==> src/rtl/nrisc_pkg.sv <==
// Shared encodings for the nRISC fetch/PC unit and its return stack.
package nrisc_pkg;

    typedef enum logic [1:0] {
        OP_SEQ  = 2'b00,
        OP_JUMP = 2'b01,
        OP_CALL = 2'b10,
        OP_RET  = 2'b11
    } pc_op_e;

    typedef enum logic [1:0] {
        ST_FILL  = 2'd0,
        ST_RUN   = 2'd1,
        ST_FLUSH = 2'd2
    } state_e;

    // Frame tag sits above the return address; a set tag marks an interrupt frame.
    localparam int unsigned TAG_W = 1;

endpackage

==> src/rtl/nrisc_ret_stack.sv <==
// LIFO return-address stack; contents survive reset, only the occupancy clears.
module nrisc_ret_stack #(
    parameter int unsigned DEPTH = 16,
    parameter int unsigned WIDTH = 11
) (
    input  logic                     clk,
    input  logic                     rst,
    input  logic                     push,
    input  logic                     pop,
    input  logic [WIDTH-1:0]         din,
    output logic [WIDTH-1:0]         dout,
    output logic                     full,
    output logic                     empty,
    output logic [$clog2(DEPTH):0]   count
);

    localparam int unsigned PTR_W = $clog2(DEPTH);
    localparam int unsigned CNT_W = PTR_W + 1;

    logic [WIDTH-1:0] mem [DEPTH];

    assign full  = (count == CNT_W'(DEPTH));
    assign empty = (count == '0);
    assign dout  = mem[PTR_W'(count - CNT_W'(1))];

    always_ff @(posedge clk) begin
        if (push && !full) begin
            mem[count[PTR_W-1:0]] <= din;
        end
    end

    always_ff @(posedge clk) begin
        if (!rst) begin
            count <= '0;
        end else if (push && !full) begin
            count <= count + CNT_W'(1);
        end else if (pop && !empty) begin
            count <= count - CNT_W'(1);
        end
    end

endmodule

==> src/rtl/nrisc_pc_stack_unit.sv <==
// Fetch/PC sequencer with call/return stack, vectored interrupts and a one-bubble redirect.
module nrisc_pc_stack_unit
    import nrisc_pkg::*;
#(
    parameter int unsigned ADDR_W      = 10,
    parameter int unsigned INSTR_W     = 16,
    parameter int unsigned STACK_DEPTH = 16,
    parameter int unsigned NUM_IRQ     = 8,
    parameter int unsigned RESET_PC    = 0,
    parameter int unsigned VEC_BASE    = 'h3F0,
    parameter int unsigned VEC_STRIDE  = 2
) (
    input  logic                           clk,
    input  logic                           rst,
    output logic [ADDR_W-1:0]              imem_addr,
    input  logic [INSTR_W-1:0]             imem_data,
    output logic [INSTR_W-1:0]             instr_out,
    output logic                           instr_valid,
    output logic [ADDR_W-1:0]              exec_pc,
    input  logic [1:0]                     pc_op,
    input  logic [ADDR_W-1:0]              target,
    input  logic                           stall,
    input  logic [NUM_IRQ-1:0]             irq_req,
    output logic                           irq_ack,
    output logic [$clog2(NUM_IRQ)-1:0]     irq_id,
    output logic                           in_isr,
    output logic [$clog2(STACK_DEPTH):0]   sp,
    output logic                           stack_ovf,
    output logic                           stack_unf
);

    localparam int unsigned ID_W    = $clog2(NUM_IRQ);
    localparam int unsigned FRAME_W = ADDR_W + TAG_W;

    state_e               state, state_nxt;
    logic [ADDR_W-1:0]    pc, pc_nxt, exec_pc_nxt, vec_addr;
    logic                 in_isr_nxt, ovf_nxt, unf_nxt, ack_nxt;
    logic [ID_W-1:0]      id_nxt, irq_n;
    logic                 irq_any;
    logic                 push, pop, full, empty;
    logic [FRAME_W-1:0]   push_frame, pop_frame;
    logic [INSTR_W-1:0]   hold;
    logic                 stalled_q;

    nrisc_ret_stack #(
        .DEPTH (STACK_DEPTH),
        .WIDTH (FRAME_W)
    ) u_stack (
        .clk   (clk),
        .rst   (rst),
        .push  (push),
        .pop   (pop),
        .din   (push_frame),
        .dout  (pop_frame),
        .full  (full),
        .empty (empty),
        .count (sp)
    );

    assign imem_addr = pc;

    // Memory output moves on during a stall, so the stalled word is replayed from hold.
    assign instr_out = instr_valid ? (stalled_q ? hold : imem_data) : '0;

    // Lowest-index pending request wins.
    always_comb begin
        irq_any = |irq_req;
        irq_n   = '0;
        for (int i = int'(NUM_IRQ) - 1; i >= 0; i--) begin
            if (irq_req[i]) begin
                irq_n = ID_W'(i);
            end
        end
        vec_addr = ADDR_W'(VEC_BASE + 32'(irq_n) * VEC_STRIDE);
    end

    always_comb begin
        state_nxt   = state;
        pc_nxt      = pc;
        exec_pc_nxt = exec_pc;
        in_isr_nxt  = in_isr;
        ovf_nxt     = stack_ovf;
        unf_nxt     = stack_unf;
        ack_nxt     = 1'b0;
        id_nxt      = irq_id;
        push        = 1'b0;
        pop         = 1'b0;
        push_frame  = {TAG_W'(0), exec_pc + ADDR_W'(1)};
        if (!stall) begin
            unique case (state)
                ST_FILL, ST_FLUSH: begin
                    state_nxt   = ST_RUN;
                    pc_nxt      = pc + ADDR_W'(1);
                    exec_pc_nxt = pc;
                end
                ST_RUN: begin
                    unique case (pc_op)
                        OP_SEQ: begin
                            if (irq_any && !in_isr) begin
                                push       = !full;
                                ovf_nxt    = stack_ovf | full;
                                push_frame = {TAG_W'(1), exec_pc + ADDR_W'(1)};
                                pc_nxt     = vec_addr;
                                ack_nxt    = 1'b1;
                                id_nxt     = irq_n;
                                in_isr_nxt = 1'b1;
                                state_nxt  = ST_FLUSH;
                            end else begin
                                pc_nxt      = pc + ADDR_W'(1);
                                exec_pc_nxt = pc;
                            end
                        end
                        OP_JUMP: begin
                            pc_nxt    = target;
                            state_nxt = ST_FLUSH;
                        end
                        OP_CALL: begin
                            push      = !full;
                            ovf_nxt   = stack_ovf | full;
                            pc_nxt    = target;
                            state_nxt = ST_FLUSH;
                        end
                        OP_RET: begin
                            if (empty) begin
                                unf_nxt = 1'b1;
                                pc_nxt  = pc + ADDR_W'(1);
                            end else begin
                                pop    = 1'b1;
                                pc_nxt = pop_frame[ADDR_W-1:0];
                                if (pop_frame[FRAME_W-1 -: TAG_W] != '0) begin
                                    in_isr_nxt = 1'b0;
                                end
                            end
                            state_nxt = ST_FLUSH;
                        end
                    endcase
                end
                default: state_nxt = ST_FILL;
            endcase
        end
    end

    always_ff @(posedge clk) begin
        if (!rst) begin
            state <= ST_FILL;
        end else begin
            state <= state_nxt;
        end
    end

    always_ff @(posedge clk) begin
        if (!rst) begin
            pc          <= ADDR_W'(RESET_PC);
            exec_pc     <= '0;
            in_isr      <= 1'b0;
            stack_ovf   <= 1'b0;
            stack_unf   <= 1'b0;
            irq_ack     <= 1'b0;
            irq_id      <= '0;
            instr_valid <= 1'b0;
            hold        <= '0;
            stalled_q   <= 1'b0;
        end else begin
            pc          <= pc_nxt;
            exec_pc     <= exec_pc_nxt;
            in_isr      <= in_isr_nxt;
            stack_ovf   <= ovf_nxt;
            stack_unf   <= unf_nxt;
            irq_ack     <= ack_nxt;
            irq_id      <= id_nxt;
            instr_valid <= (state_nxt == ST_RUN);
            hold        <= instr_out;
            stalled_q   <= stall;
        end
    end

endmodule

==> config.mk <==
export PLATFORM = sky130hd
export DESIGN_NAME = nrisc_pc_stack_unit
export DESIGN_NICKNAME = d
export VERILOG_FILES = /design/src/rtl/nrisc_pkg.sv /design/src/rtl/nrisc_ret_stack.sv /design/src/rtl/nrisc_pc_stack_unit.sv
export SDC_FILE = /design/constraint.sdc
export NUM_CORES = 1
export LEC_CHECK = 0
export ABC_CLOCK_PERIOD_IN_PS = 5000
export CAP_MARGIN = 20
export CELL_PAD_IN_SITES_DETAIL_PLACEMENT = 0
export CELL_PAD_IN_SITES_GLOBAL_PLACEMENT = 1
export CORE_MARGIN = 4
export CORE_UTILIZATION = 48
export CTS_CLUSTER_SIZE = 16
export DETAILED_ROUTE_END_ITERATION = 12
export PLACE_DENSITY = 0.91
export SLEW_MARGIN = 20
export SYNTH_ARGS = -nofsm -noshare
export SYNTH_HDL_FRONTEND = slang
export SYNTH_SLANG_ARGS = --single-unit
export TNS_END_PERCENT = 30
==> constraint.sdc <==
create_clock -name clk -period 5 [get_ports clk]
set_input_delay 1.5 -clock clk [delete_from_list [all_inputs] [get_ports clk]]
set_output_delay 1.5 -clock clk [all_outputs]
set_load 0.01 [all_outputs]
* Word level (Yosys, flattened, before mapping)
Memories as Yosys holds them, arrays and structs flattened.
Cells that the tools add are included.
** Word-level totals
- Bits in registers :: 52
- RAM bits :: 176
- Output and inout port bits :: 49
- Word-level logic and storage cells :: 103
- Memories :: 1
** Cells by class
- $add $sub $neg :: 5
- Eq/ne operators :: 12
- Multiplexer cells :: 44
- Bitwise gates (word level) :: 5
- Reduce and logical (&&, ||, !) cells :: 24
** Memory list
- u_stack.mem :: words 16, width 11, rd ports 1, clocked after Yosys merged registers in 0, wr ports 1, line nrisc_ret_stack.sv:20 : logic [WIDTH-1:0] mem [DEPTH];
** Operator list (count)
- $mux W11 :: 4
- $mux W10 :: 4
- $pmux W10 S2 :: 2
- $mux W16 :: 2
- $pmux W10 S3 :: 1
- $mux W3 :: 8
- $add A10 B1 Y10 const B :: 2
- $reduce_and A4 Y1 :: 4
- $mux W1 :: 14
- $add A10 B4 Y10 const A :: 1
- $mux W5 :: 2
- $ne A2 B2 Y1 const B :: 4
- $pmux W2 S2 :: 2
- $reduce_bool A2 Y1 :: 4
- $reduce_or A8 Y1 :: 1
- $eq A2 B1 Y1 const B :: 3
- $eq A2 B2 Y1 const B :: 3
- $pmux W1 S2 :: 3
- $reduce_and A6 Y1 :: 1
- $add A5 B1 Y5 const B :: 1
- $eq A5 B5 Y1 const B :: 1
- $logic_not A5 Y1 :: 1
- $sub A5 B1 Y5 const B :: 1
- $logic_not A2 Y1 :: 2
- 10 further kinds :: 19

* Depth between registers and ports, before layout
- Depth after elaboration :: 12
- Depth in mapped cells :: 13
- Depth with buffers taken out :: 8

* Hierarchy
From an unflattened synthesis, not the netlist that was laid out.
** Second synthesis, totals
- Cells, all modules :: 664
- Area, all modules :: 9965.8 um2
** By module, submodules not included
- nrisc_ret_stack :: instances 1, cells each 359, area each 7307.0 um2, seq. area each 5385.2 um2
- nrisc_pc_stack_unit :: instances 1, cells each 305, area each 2658.8 um2, seq. area each 940.9 um2

* Least setup slack after synthesis
No wires, ideal clock.
- Path type :: input-to-reg
- From :: input pc_op[0]
- To :: memory u_stack.mem[0][0], enable pin
- Arrival time :: 3555 ps
- Required time :: 4592 ps
- Slack :: 1037 ps
- Cell stages on the path :: 7
- Path buffers :: 0
- Cells stage by stage :: inv_1 -> ha_1 -> nand4bb_4 -> a211o_2 -> nand2_1 -> nand2_1 -> nor4_1
** Between the ends
- Longest elaborated chain between the ends :: 7
** RTL lines
- start: declaration :: line nrisc_pc_stack_unit.sv:20 : input logic [1:0] pc_op,
- $eq A2 B2 Y1 / $logic_not A2 Y1 (equally long branches) :: line nrisc_pc_stack_unit.sv:97 : unique case (pc_op)
- $pmux W1 S2 * :: line nrisc_pc_stack_unit.sv:97
- $mux W1 * :: line nrisc_pc_stack_unit.sv:90 : unique case (state)
- $mux W1 * :: line nrisc_pc_stack_unit.sv:89 : if (!stall) begin
- $logic_and A1 B1 Y1 * :: line nrisc_ret_stack.sv:27 : if (push && !full) begin
- $mux W1 * :: line nrisc_ret_stack.sv:27
- $mux W1 (not written as such) * :: line nrisc_ret_stack.sv:28 : mem[count[PTR_W-1:0]] <= din;
- end: declaration :: line nrisc_ret_stack.sv:20
Mark *: on every way between the ends. The rest lies on a longest branch, timed or not.

* Worst setup path after layout
- From :: input imem_data[3]
- To :: output instr_out[3]
** Between the ends
- Longest elaborated chain between the ends :: 2
** RTL lines
- start: declaration :: line nrisc_pc_stack_unit.sv:16 : input logic [INSTR_W-1:0] imem_data,
- $mux W16 (2 in series) :: line nrisc_pc_stack_unit.sv:63 : assign instr_out = instr_valid ? (stalled_q ? hold : imem_data) : '0;
- end: declaration :: line nrisc_pc_stack_unit.sv:17 : output logic [INSTR_W-1:0] instr_out,
No other way between the ends.

==> metrics.txt <==
outcome=completed; Post-synth EDFFs=176; warnings from Yosys=0; first-pass GRT wire length=33.8 mm; Residual DRC=0; Via Count=5976; RSZ-0062 raised after global routing=false; flops & latches, synth=228; Post-synth ARST share=0; DRT iter0 DRCs=487; DP HPWL=14.8 mm; number of global-route vias before repair=5979; Final Hold Fails=0; Area Growth Syn to Fin=21.2%; Pre-antenna DRT Iters=5; final instance area=0.0120 mm^2; I/O Pins=88; clock tree buffer depth=3; Hold WC Path Type=reg -> reg; htree depth=1; syn_area_per_cell=15.3 um^2; postcts setup bufs=0; post-DR wirelength/cell=21.2 um; Cells after Synth=649; CTS clk-pin slew, worst paths=0.06 ns; Post-Route WL=22.0 mm; sequential fraction of the synthesis area=0.639; total CTS buffers=24; setup violators final=0; CTS Sinks=228; worst-skew pair later-pin latency=0.52 ns; Yosys cell types=59; Worst-Margin Slew=1.01 ns; worst ir drop on vdd=407 uV; ratio of cells with drive above 1 in the final layout=0.172; FP Rows=52; post-CTS sizing=0; post-route minimum period=4.27 ns; Tcrit/Tclk final=0.854; initial antenna violation count=0; Required @ worst endpoint=3.50 ns; fin. max-slew vios=0; Mapped Nets=699; Die W=152 um; antenna diode count=0; arrival time worst endpoint=2.77 ns; most frequent cells in the layout=176 x edfxtp_1, 87 x clkdlybuf4s50_1, 51 x dfxtp_1; crit start category=input port; post-DR vias/cell=5.75; Root Buffer=clkbuf_16; most common cell after layout, fill and taps aside=edfxtp_1; dominant synthesized flop cell=edfxtp_1; pin count of the biggest net entering global routing=51; Cell Pwr Density=353 mW/mm^2; Placer Congestion=0.847; port buffer count=87; GRT Overall Usage=0.190; fin nets=802; Max-slew headroom=0.325; Routed Antenna Nets=0; die height=152 um; die area=0.0230 mm^2; Overflow after GRT=0; fmax=234 MHz; Leak=3.96 nW; CP Class=in -> out; CTS tree=done; Hold Startpoint=irq_id[2]; worst setup path startpoint=imem_data[3]; Power, Total=4.24 mW; R2R setup slack=1.65 ns; largest fanout on the critical path=2; DP Area=0.0111 mm^2; Layout Skew=0.0143 ns; hold-fix buffers at CTS=0; Crit. End Element=output port; initial core utilization=0.489; Core Box Area=0.0202 mm^2; Mapped Area=0.00990 mm^2; Setup TNS Final=0 ns; MaxCap Viol Count=0; reg2reg start=u_stack.count[1]
[per-stage QoR]
stage               setup WS, ns  hold slack [ns]  instances  utilization
finish                     0.729            0.469       1039        0.593
global route               0.637            0.493       1039        0.593
CTS                        0.717            0.475       1039        0.590
detailed placement         0.723            0.467        996        0.549
global placement           0.751            0.453        996        0.549
floorplan                   1.04            0.488        649            -
[area by class of cell]
class / instances / area, um^2
fillers: 1504 / 8240
flip-flops and latches: 228 / 6330
multi-input cells: 377 / 3420
repair buffers: 110 / 1040
clock buffers: 25 / 604
well taps: 270 / 338
clock inverters: 18 / 226
inverters: 11 / 41.3
[cells by family (layout without fill, tap and decap cells)]
family | count (synthesis) | in the layout | share of synthesized area
flops | 228 | 228 | 0.639
simple gates | 165 | 165 | 0.0928
compound gates | 91 | 91 | 0.0641
mux | 91 | 91 | 0.149
buf+inv | 44 | 164 | 0.0225
xor+xnor | 19 | 19 | 0.0183
fa+ha+maj | 11 | 11 | 0.0139
[registers in the layout, summed over array words and instances, names as in the netlist]
name / cells
exec_pc: 10
hold: 16
imem_addr: 10
in_isr: 1
instr_valid: 1
irq_ack: 1
irq_id: 3
stack_ovf: 1
stack_unf: 1
stalled_q: 1
state: 2
u_stack.count: 5
u_stack.mem: 176
[final timing paths]
check | depth (start not counted) | end
worst max-delay path | 4 | instr_out[3]
worst max register to register | 7 | imem_addr[6]
worst min-delay path | 2 | irq_id[2]
worst min register to register | 2 | irq_id[2]
[worst max-delay path, stage by stage]
cell and delay, ns:
clkdlybuf4s50_1 0.47, mux2i_1 0.07, nor2b_1 0.17, clkdlybuf4s50_1 0.56
[routing by layer]
layer	vias to the layer above	global-route usage	wire, um
li1	2711	-	-
met1	2987	0.262	9190
met2	244	0.314	10700
met3	34	0.0378	1710
met4	0	0.0454	459
met5	-	0	0
[Yosys cell counts (9+ instances only)]
cell / count / area (um^2)
clkbuf_1: 12 / 45.0
o21ai_0: 18 / 90.1
nand2_1: 29 / 109
and2_1: 22 / 138
inv_1: 11 / 41.3
dfxtp_1: 52 / 1040
nor3_1: 9 / 45.0
nor2b_1: 38 / 238
buf_2: 13 / 65.1
a21oi_1: 23 / 115
edfxtp_1: 176 / 5290
nand3_1: 15 / 75.1
a211oi_1: 10 / 75.1
ha_1: 11 / 138
mux4_2: 42 / 946
nor2_1: 26 / 97.6
mux2i_1: 40 / 400
xnor2_1: 15 / 131
[report_power, final]
part / switching (mW) / internal [mW] / leakage (nW)
Sequential: 0.0289 / 2.05 / 1.93
Combinational: 0.154 / 0.154 / 1.62
Clock: 0.715 / 1.14 / 0.405
Total: 0.898 / 3.34 / 3.96
Power figures use the tool's default switching activity.
